==> src/rtl/uart_tx_arbiter.sv <==
// Two-requester, round-robin arbiter that serialises multi-byte words into a
// transmit FIFO, least-significant byte first, with an idle gap between bytes.
module uart_tx_arbiter #(
    parameter int DBIT   = 8,
    parameter int NBYTES = 2
) (
    input  logic                     clk,
    input  logic                     reset,
    input  logic                     req0,
    input  logic [NBYTES*DBIT-1:0]   data0,
    output logic                     ack0,
    input  logic                     req1,
    input  logic [NBYTES*DBIT-1:0]   data1,
    output logic                     ack1,
    input  logic                     fifo_full,
    output logic                     fifo_wr,
    output logic [DBIT-1:0]          fifo_wdata,
    output logic                     busy,
    output logic                     grant
);

    localparam int WW = NBYTES * DBIT;
    localparam int CW = (NBYTES > 1) ? $clog2(NBYTES) : 1;
    localparam logic [CW-1:0] LAST_IDX = CW'(NBYTES - 1);

    typedef enum logic [2:0] {
        IDLE  = 3'd0,
        LOAD  = 3'd1,
        WRITE = 3'd2,
        GAP   = 3'd3,
        DONE  = 3'd4
    } state_t;

    state_t          state_r;
    state_t          next_s;
    logic [WW-1:0]   shift_r;
    logic [CW-1:0]   cnt_r;
    logic            grant_r;
    logic            last_r;
    logic            busy_r;
    logic            ack0_r;
    logic            ack1_r;
    logic            arb_s;
    logic            any_req_s;
    logic            last_byte_s;
    logic            fifo_wr_s;

    // Round-robin pick: on a tie the requester not served last wins.
    always_comb begin
        any_req_s = req0 | req1;
        if (req0 && req1) begin
            arb_s = ~last_r;
        end else if (req1) begin
            arb_s = 1'b1;
        end else begin
            arb_s = 1'b0;
        end
    end

    assign last_byte_s = (cnt_r == LAST_IDX);

    // State register.
    always_ff @(posedge clk) begin
        if (reset) begin
            state_r <= IDLE;
        end else begin
            state_r <= next_s;
        end
    end

    // Next-state logic; a full FIFO parks the machine in WRITE indefinitely.
    always_comb begin
        next_s = state_r;
        case (state_r)
            IDLE: begin
                if (any_req_s) begin
                    next_s = LOAD;
                end else begin
                    next_s = IDLE;
                end
            end
            LOAD: next_s = WRITE;
            WRITE: begin
                if (fifo_full) begin
                    next_s = WRITE;
                end else if (last_byte_s) begin
                    next_s = DONE;
                end else begin
                    next_s = GAP;
                end
            end
            GAP:  next_s = WRITE;
            DONE: next_s = IDLE;
            default: next_s = IDLE;
        endcase
    end

    // Write strobe follows fifo_full combinationally so a freed slot is used at once.
    always_comb begin
        fifo_wr_s = 1'b0;
        case (state_r)
            WRITE:   fifo_wr_s = ~fifo_full;
            default: fifo_wr_s = 1'b0;
        endcase
    end

    // Grant, shift register, byte counter and last-served pointer.
    always_ff @(posedge clk) begin
        if (reset) begin
            grant_r <= 1'b0;
            last_r  <= 1'b1;
            shift_r <= '0;
            cnt_r   <= '0;
        end else begin
            case (state_r)
                IDLE: begin
                    if (any_req_s) begin
                        grant_r <= arb_s;
                    end else begin
                        grant_r <= grant_r;
                    end
                end
                LOAD: begin
                    shift_r <= grant_r ? data1 : data0;
                    cnt_r   <= '0;
                end
                WRITE: begin
                    if (!fifo_full) begin
                        shift_r <= shift_r >> DBIT;
                        cnt_r   <= cnt_r + CW'(1);
                    end else begin
                        shift_r <= shift_r;
                        cnt_r   <= cnt_r;
                    end
                end
                DONE: last_r <= grant_r;
                default: begin
                    shift_r <= shift_r;
                    cnt_r   <= cnt_r;
                end
            endcase
        end
    end

    // Status outputs are registered from the next state so they line up with it.
    always_ff @(posedge clk) begin
        if (reset) begin
            busy_r <= 1'b0;
            ack0_r <= 1'b0;
            ack1_r <= 1'b0;
        end else begin
            busy_r <= (next_s != IDLE);
            ack0_r <= (next_s == DONE) && !grant_r;
            ack1_r <= (next_s == DONE) &&  grant_r;
        end
    end

    assign fifo_wr    = fifo_wr_s;
    assign fifo_wdata = shift_r[DBIT-1:0];
    assign busy       = busy_r;
    assign grant      = grant_r;
    assign ack0       = ack0_r;
    assign ack1       = ack1_r;

endmodule

==> config.mk <==
export PLATFORM = sky130hd
export DESIGN_NAME = uart_tx_arbiter
export DESIGN_NICKNAME = d
export VERILOG_FILES = /design/src/rtl/uart_tx_arbiter.sv
export SDC_FILE = /design/constraint.sdc
export NUM_CORES = 1
export LEC_CHECK = 0
export CAP_MARGIN = 40
export CORE_ASPECT_RATIO = 2
export CORE_MARGIN = 4
export CORE_UTILIZATION = 40
export CTS_BUF_LIST = sky130_fd_sc_hd__clkbuf_16
export DETAILED_ROUTE_END_ITERATION = 16
export GPL_TIMING_DRIVEN = 0
export HOLD_SLACK_MARGIN = 0.15
export PLACE_DENSITY = 0.75
export SYNTH_ARGS = -nofsm -noshare
export SYNTH_HDL_FRONTEND = slang
export SYNTH_SLANG_ARGS = --single-unit
==> constraint.sdc <==
create_clock -name clk -period 2.1 [get_ports clk]
set_input_delay 0.525 -clock clk [delete_from_list [all_inputs] [get_ports clk]]
set_output_delay 0.525 -clock clk [all_outputs]
set_load 0.01 [all_outputs]
==> results of run 1 <==
## cells in the final DEF, fill, tap and decap left out, types with 3 or more instances in the layout
master,instances
clkdlybuf4s50_1,47
dfxtp_1,25
nand2_1,18
mux2_2,16
a21oi_1,12
buf_4,11
nand3_1,9
mux2i_1,8
o22ai_1,8
clkbuf_1,5
clkbuf_16,3
## sequential cells by signal (all words and copies together) (netlist names)
| signal | flops |
|---|---|
| ack0 | 1 |
| cnt_r | 1 |
| last_r | 1 |
| shift_r | 16 |
| busy | 1 |
| ack1 | 1 |
| state_r | 3 |
| grant | 1 |
## cell type report
class,instances,area share
multi-input cells,95,0.348
flip-flops and latches,25,0.266
repair buffers,51,0.265
plain buffers,16,0.0545
clock buffers,3,0.0399
well taps,30,0.0199
inverters,2,0.00399
clock inverters,1,0.00266
## kinds of logic after synthesis
kind of cell           Yosys count
AO/OA/AOI/OAI                   29
buffers and inverters           18
flip-flops                      25
multiplexers                    24
AND/OR/NAND/NOR                 42
## worst register-to-register path, delay by kind of cell (launching register included)
family,cells,cell delay [ns]
AND/OR/NAND/NOR,2,0.87
buffers and inverters,2,0.28
flip-flops,1,0.38
AO/OA/AOI/OAI,1,0.14
## worst max path at each step
stage	from	to	slack [ns]	cells after the start
5_1_grt	fifo_full	fifo_wr	0.04	4
4_1_cts	fifo_full	fifo_wr	0.08	4
2_1_floorplan	fifo_full	fifo_wr	0.42	2
6_report	fifo_full	fifo_wr	0.08	4
3_5_place_dp	fifo_full	fifo_wr	-0.62	4
3_3_place_gp	fifo_full	fifo_wr	-0.60	4
## where the power goes
part | leakage, nW | internal, mW | switching (mW) | total, mW
sequential | 0.204 | 0.512 | 0.0238 | 0.536
combinational | 0.520 | 0.199 | 0.129 | 0.327
clock | 0.0409 | 0.256 | 0.158 | 0.414
## routing by layer
metal | up-vias | wire (µm) | global-route usage
met2 | 34 | 1670 | 0.281
met4 | 0 | 65 | 0.0882
met5 | - | 0 | 0
li1 | 592 | - | -
met1 | 520 | 1160 | 0.181
met3 | 4 | 164 | 0.0247
## timing repair
item                                    4_1_cts  5_1_grt
hold buffers                                  0        0
buffers inserted                              2        0
endpoints found under the setup margin        1        0
resized for setup                             6        0
endpoints found under the hold margin         0        0
==> reports/metrics.cfg, run 1 <==
[layout]
n_antenna_cell=0
layout-drive-gt1-share=0.207
fillers=272
multi_input_area_um2=656
seq_area_um2=500
area_growth_pct=48.7
nets=231
final_util=0.625
design_area_um2=1880
final_cells=223

[clocking]
cts_max_level=1
cts_buffer_depth=2
cts_inserted_buffers=3
clkSlewWorstSetupHoldPaths_ns=0.06
cts_tree=yes
cts-root-buf=clkbuf_16
cts.sinks=25
clock_latency_ns=0.25

[min_path]
min_from=shift_r[2]$_SDFFE_PP0P_
min_to=shift_r[2]$_SDFFE_PP0P_
hp-class=reg -> reg
min_path_cells=2

[synthesis]
yosys.area.top_type_share=0.395
ys_warn_count=0
synthSimpleGateAreaFrac=0.174
synthTopCellsByCount=25 x dfxtp_1, 18 x nand2_1, 16 x mux2_2
synth_edf_count=0
yosysUniqueCellTypes=32
synth_ff_type=dfxtp_1
yosysMostFrequentCell=dfxtp_1
syn_avg_cell_area_um2=9.18
synth_top_family_by_area=multiplexers
ys_seq_elements=25
synth_xor_area_frac=0
synthAdderAreaFrac=0
netlist_instances=138
synthesis.area_um2=1270
synth_compound_area_frac=0.138
synthArstFlopShare=0
synth_fp_nets=175
synth_area_leader_cell=dfxtp_1
synth.area.mux_share=0.206
yosysSeqAreaShare=0.395
ys_top_cells_by_area=dfxtp_1 40%, mux2_2 14%, mux2i_1 6.3%

[setup_path]
reg2reg_to=state_r[0]$_SDFF_PP0_
critPathLaunchType=input port
cp_slowest_cell=or4b_4
reg2reg_slack_ns=0.35
worst_ep_required_time_ns=1.57
arrival_ns=1.50
crit_path_cell_trace=dlygate4sd2_1 > or4b_4 > inv_2 > buf_2
worstRegToRegCells=5
max_stage_delay_ns=0.50
rr_startpoint=state_r[0]$_SDFF_PP0_
endpoint_kind=output port
cp_max_fo=4
cp_num_buf_inv=3
cp_top_family=simple AND/OR/NAND/NOR gates
critPathKind=in -> out

[routing]
drc_errors=0
wl_per_cell_um=13.7
drtAntennaViolNets=0
drt_iter0_markers=34
wirelength_um=3060
dr.pass1.iters=4
vias_per_cell=5.16
dr_total_vias=1150

[power_and_ir_drop]
leakage_nw=0.765
total_power_mw=1.28
power.density_nw_per_um2=678
peakVddDrop_mv=0.495

[timing]
worst_pin_slew_ns=0.570
layout_setup_ws_ns=0.0786
period_share=0.963
finalHoldViolations=0
slew_violations=0
whs_ns=0.472
min_period_ns=2.02
slew_headroom=0.617
rsz0062_at_grt=false
tns_ns=0
fmax_ghz=0.495
finalClockSkew_ns=0.00104
setup_viol=0

[global_routing]
grt_max_degree=15
grt_overflow_total=0
grt_pass1_wl_um=5060
gr-usage-all-layers=0.164
antenna_found_initial=0
grt_pass1_vias=1166

[placed_design]
hpwl_um=2490
portBuffers=49
post-place-ws_ns=-0.620
place_congestion=0.785
placed_cells=217
place_area_um2=1790

[die]
coreArea_um2=3010
fp-row-count=28
die_area_um2=4180
die_y_um=87.6
io_pins=50
die_x_um=47.8
initial_utilization=0.420

[flow_run]
maxCapViolCount=0

[outcome]
status=finished, final reports clean

(Power assumes the default switching activity.)
==> run 2, diff against run 1 <==
==> constraint.sdc (replaced) <==
create_clock -name clk -period 2.1 [get_ports clk]
set_input_delay 0.525 -clock clk [delete_from_list [all_inputs] [get_ports clk]]
set_output_delay 0.525 -clock clk [all_outputs]
set_load 0.02 [all_outputs]
==> reports/metrics.cfg, run 2 (synthesis gave the netlist of run 1 again) <==
[outcome]
status=finished, final reports clean

[clocking]
cts_tree=yes
cts_buffer_depth=2  ; unchanged
cts.sinks=25  ; unchanged
clkSlewWorstSetupHoldPaths_ns=0.06  ; about the same
cts-root-buf=clkbuf_16
cts_setup_buffers=0  ; -2
cts_max_level=1  ; unchanged
cts_inserted_buffers=3  ; unchanged
clock_latency_ns=0.25  ; about the same
cts_hold_buffers=0  ; unchanged

[placed_design]
place_congestion=0.785  ; unchanged
post-place-ws_ns=-0.687  ; -0.0679 ns
portBuffers=49  ; unchanged
hpwl_um=2490  ; unchanged
place_area_um2=1790  ; unchanged

[layout]
layout_common_cells=47 x clkdlybuf4s50_1, 25 x dfxtp_1, 18 x nand2_1
nets=229  ; -0.87%
final_util=0.622  ; -0.00332
layout-drive-gt1-share=0.199  ; -0.00830
design_area_um2=1870  ; -0.53%
n_antenna_cell=0  ; unchanged
largest_register_ffs=16  ; unchanged
largest_register=shift_r
top_regs=shift_r (16), state_r (3)
layout_commonest_cell=clkdlybuf4s50_1
area_growth_pct=47.9

[power_and_ir_drop]
peakVddDrop_mv=0.495  ; about the same
leakage_nw=0.755  ; -1.3%
total_power_mw=1.29  ; +1.0%
power.density_nw_per_um2=689  ; +1.5%

[global_routing]
gr-usage-all-layers=0.162  ; -0.00155
grt_pass1_vias=1158  ; -0.69%
grt_pass1_wl_um=5020  ; -0.95%
grt_overflow_total=0  ; unchanged
antenna_found_initial=0  ; unchanged
grt_max_degree=15  ; unchanged

[routing]
dr.pass1.iters=4  ; unchanged
wirelength_um=3050  ; -0.52%
wl_per_cell_um=13.8  ; +0.38%
vias_per_cell=5.20  ; +0.82%
dr_total_vias=1149  ; -0.087%
drt_iter0_markers=31  ; -8.8%
drc_errors=0  ; unchanged
drtAntennaViolNets=0  ; unchanged

[timing]
finalClockSkew_ns=0.00109  ; +0.0000533 ns
rsz0062_at_grt=false
finalHoldViolations=0  ; unchanged
setup_viol=0  ; unchanged
min_period_ns=2.05  ; +0.0284 ns
slew_headroom=0.610  ; -0.00719
layout_setup_ws_ns=0.0501  ; -0.0284 ns
fmax_ghz=0.488  ; -1.4%
period_share=0.976  ; +0.0135
whs_ns=0.472  ; -0.000124 ns
slew_violations=0  ; unchanged
worst_pin_slew_ns=0.581  ; +0.0107 ns

[die]
coreArea_um2=3010  ; unchanged
fp-row-count=28  ; unchanged
die_y_um=87.6  ; unchanged
die_area_um2=4180  ; unchanged
initial_utilization=0.420  ; unchanged
io_pins=50  ; unchanged
die_x_um=47.8  ; unchanged

[setup_path]
arrival_ns=1.52  ; +0.02 ns
critPathKind=in -> out
critPathLaunchType=input port
worst_ep_required_time_ns=1.57  ; about the same
cp_max_fo=4  ; unchanged
endpoint_kind=output port

[flow_run]
maxCapViolCount=0  ; unchanged

[min_path]
hp-class=reg -> reg

==> run 2: stage by stage <==
step / TNS (ns) / std cells
after floorplan: 0 / 138
after global placement: -1.08 / 217
after detailed placement: -1.41 / 217
after CTS: 0 / 221
after global routing: 0 / 221
final: 0 / 221
==> run 2: routing by layer <==
layer  part of all wire  up-vias  global-route usage
li1                   -      588                   -
met1               0.38      521               0.178
met2               0.54       36               0.279
met3              0.056        4              0.0247
met4              0.021        0              0.0882
met5                  0        -                   0
==> run 2: final timing paths <==
path	slack, ns	depth (start not counted)	startpoint	to
max	0.05	4	fifo_full	fifo_wr
min reg2reg	0.47	2	shift_r[9]$_SDFFE_PP0P_	shift_r[9]$_SDFFE_PP0P_
min	0.47	2	shift_r[9]$_SDFFE_PP0P_	shift_r[9]$_SDFFE_PP0P_
max reg2reg	0.42	5	state_r[2]$_SDFF_PP0_	shift_r[6]$_SDFFE_PP0P_
==> run 2: worst max-delay path, cell delays in order <==
cell and delay, ns:
dlygate4sd2_1 0.27, or4b_4 0.52, inv_4 0.08, buf_4 0.13
==> run 2: layout make-up <==
| cell class | instances | area [µm²] |
|---|---|---|
| Buffer | 16 | 103 |
| Sequential cell | 25 | 500 |
| Multi-Input combinational cell | 95 | 656 |
| Inverter | 2 | 10.0 |
| Timing Repair Buffer | 49 | 487 |
| Tap cell | 30 | 37.5 |
| Clock inverter | 1 | 5.00 |
| Clock buffer | 3 | 75.1 |
| Fill cell | 274 | 1140 |
==> run 2: report_power, final <==
group          switching [mW]  internal, mW
sequential             0.0235         0.512
clock                   0.158         0.256
combinational           0.144         0.197
==> run 2: timing repair <==
| item | CTS | global route |
|---|---|---|
| pin swaps | 0 | 1 |
| endpoints found under the setup margin | 1 | 1 |
| gates resized for setup | 7 | 1 |
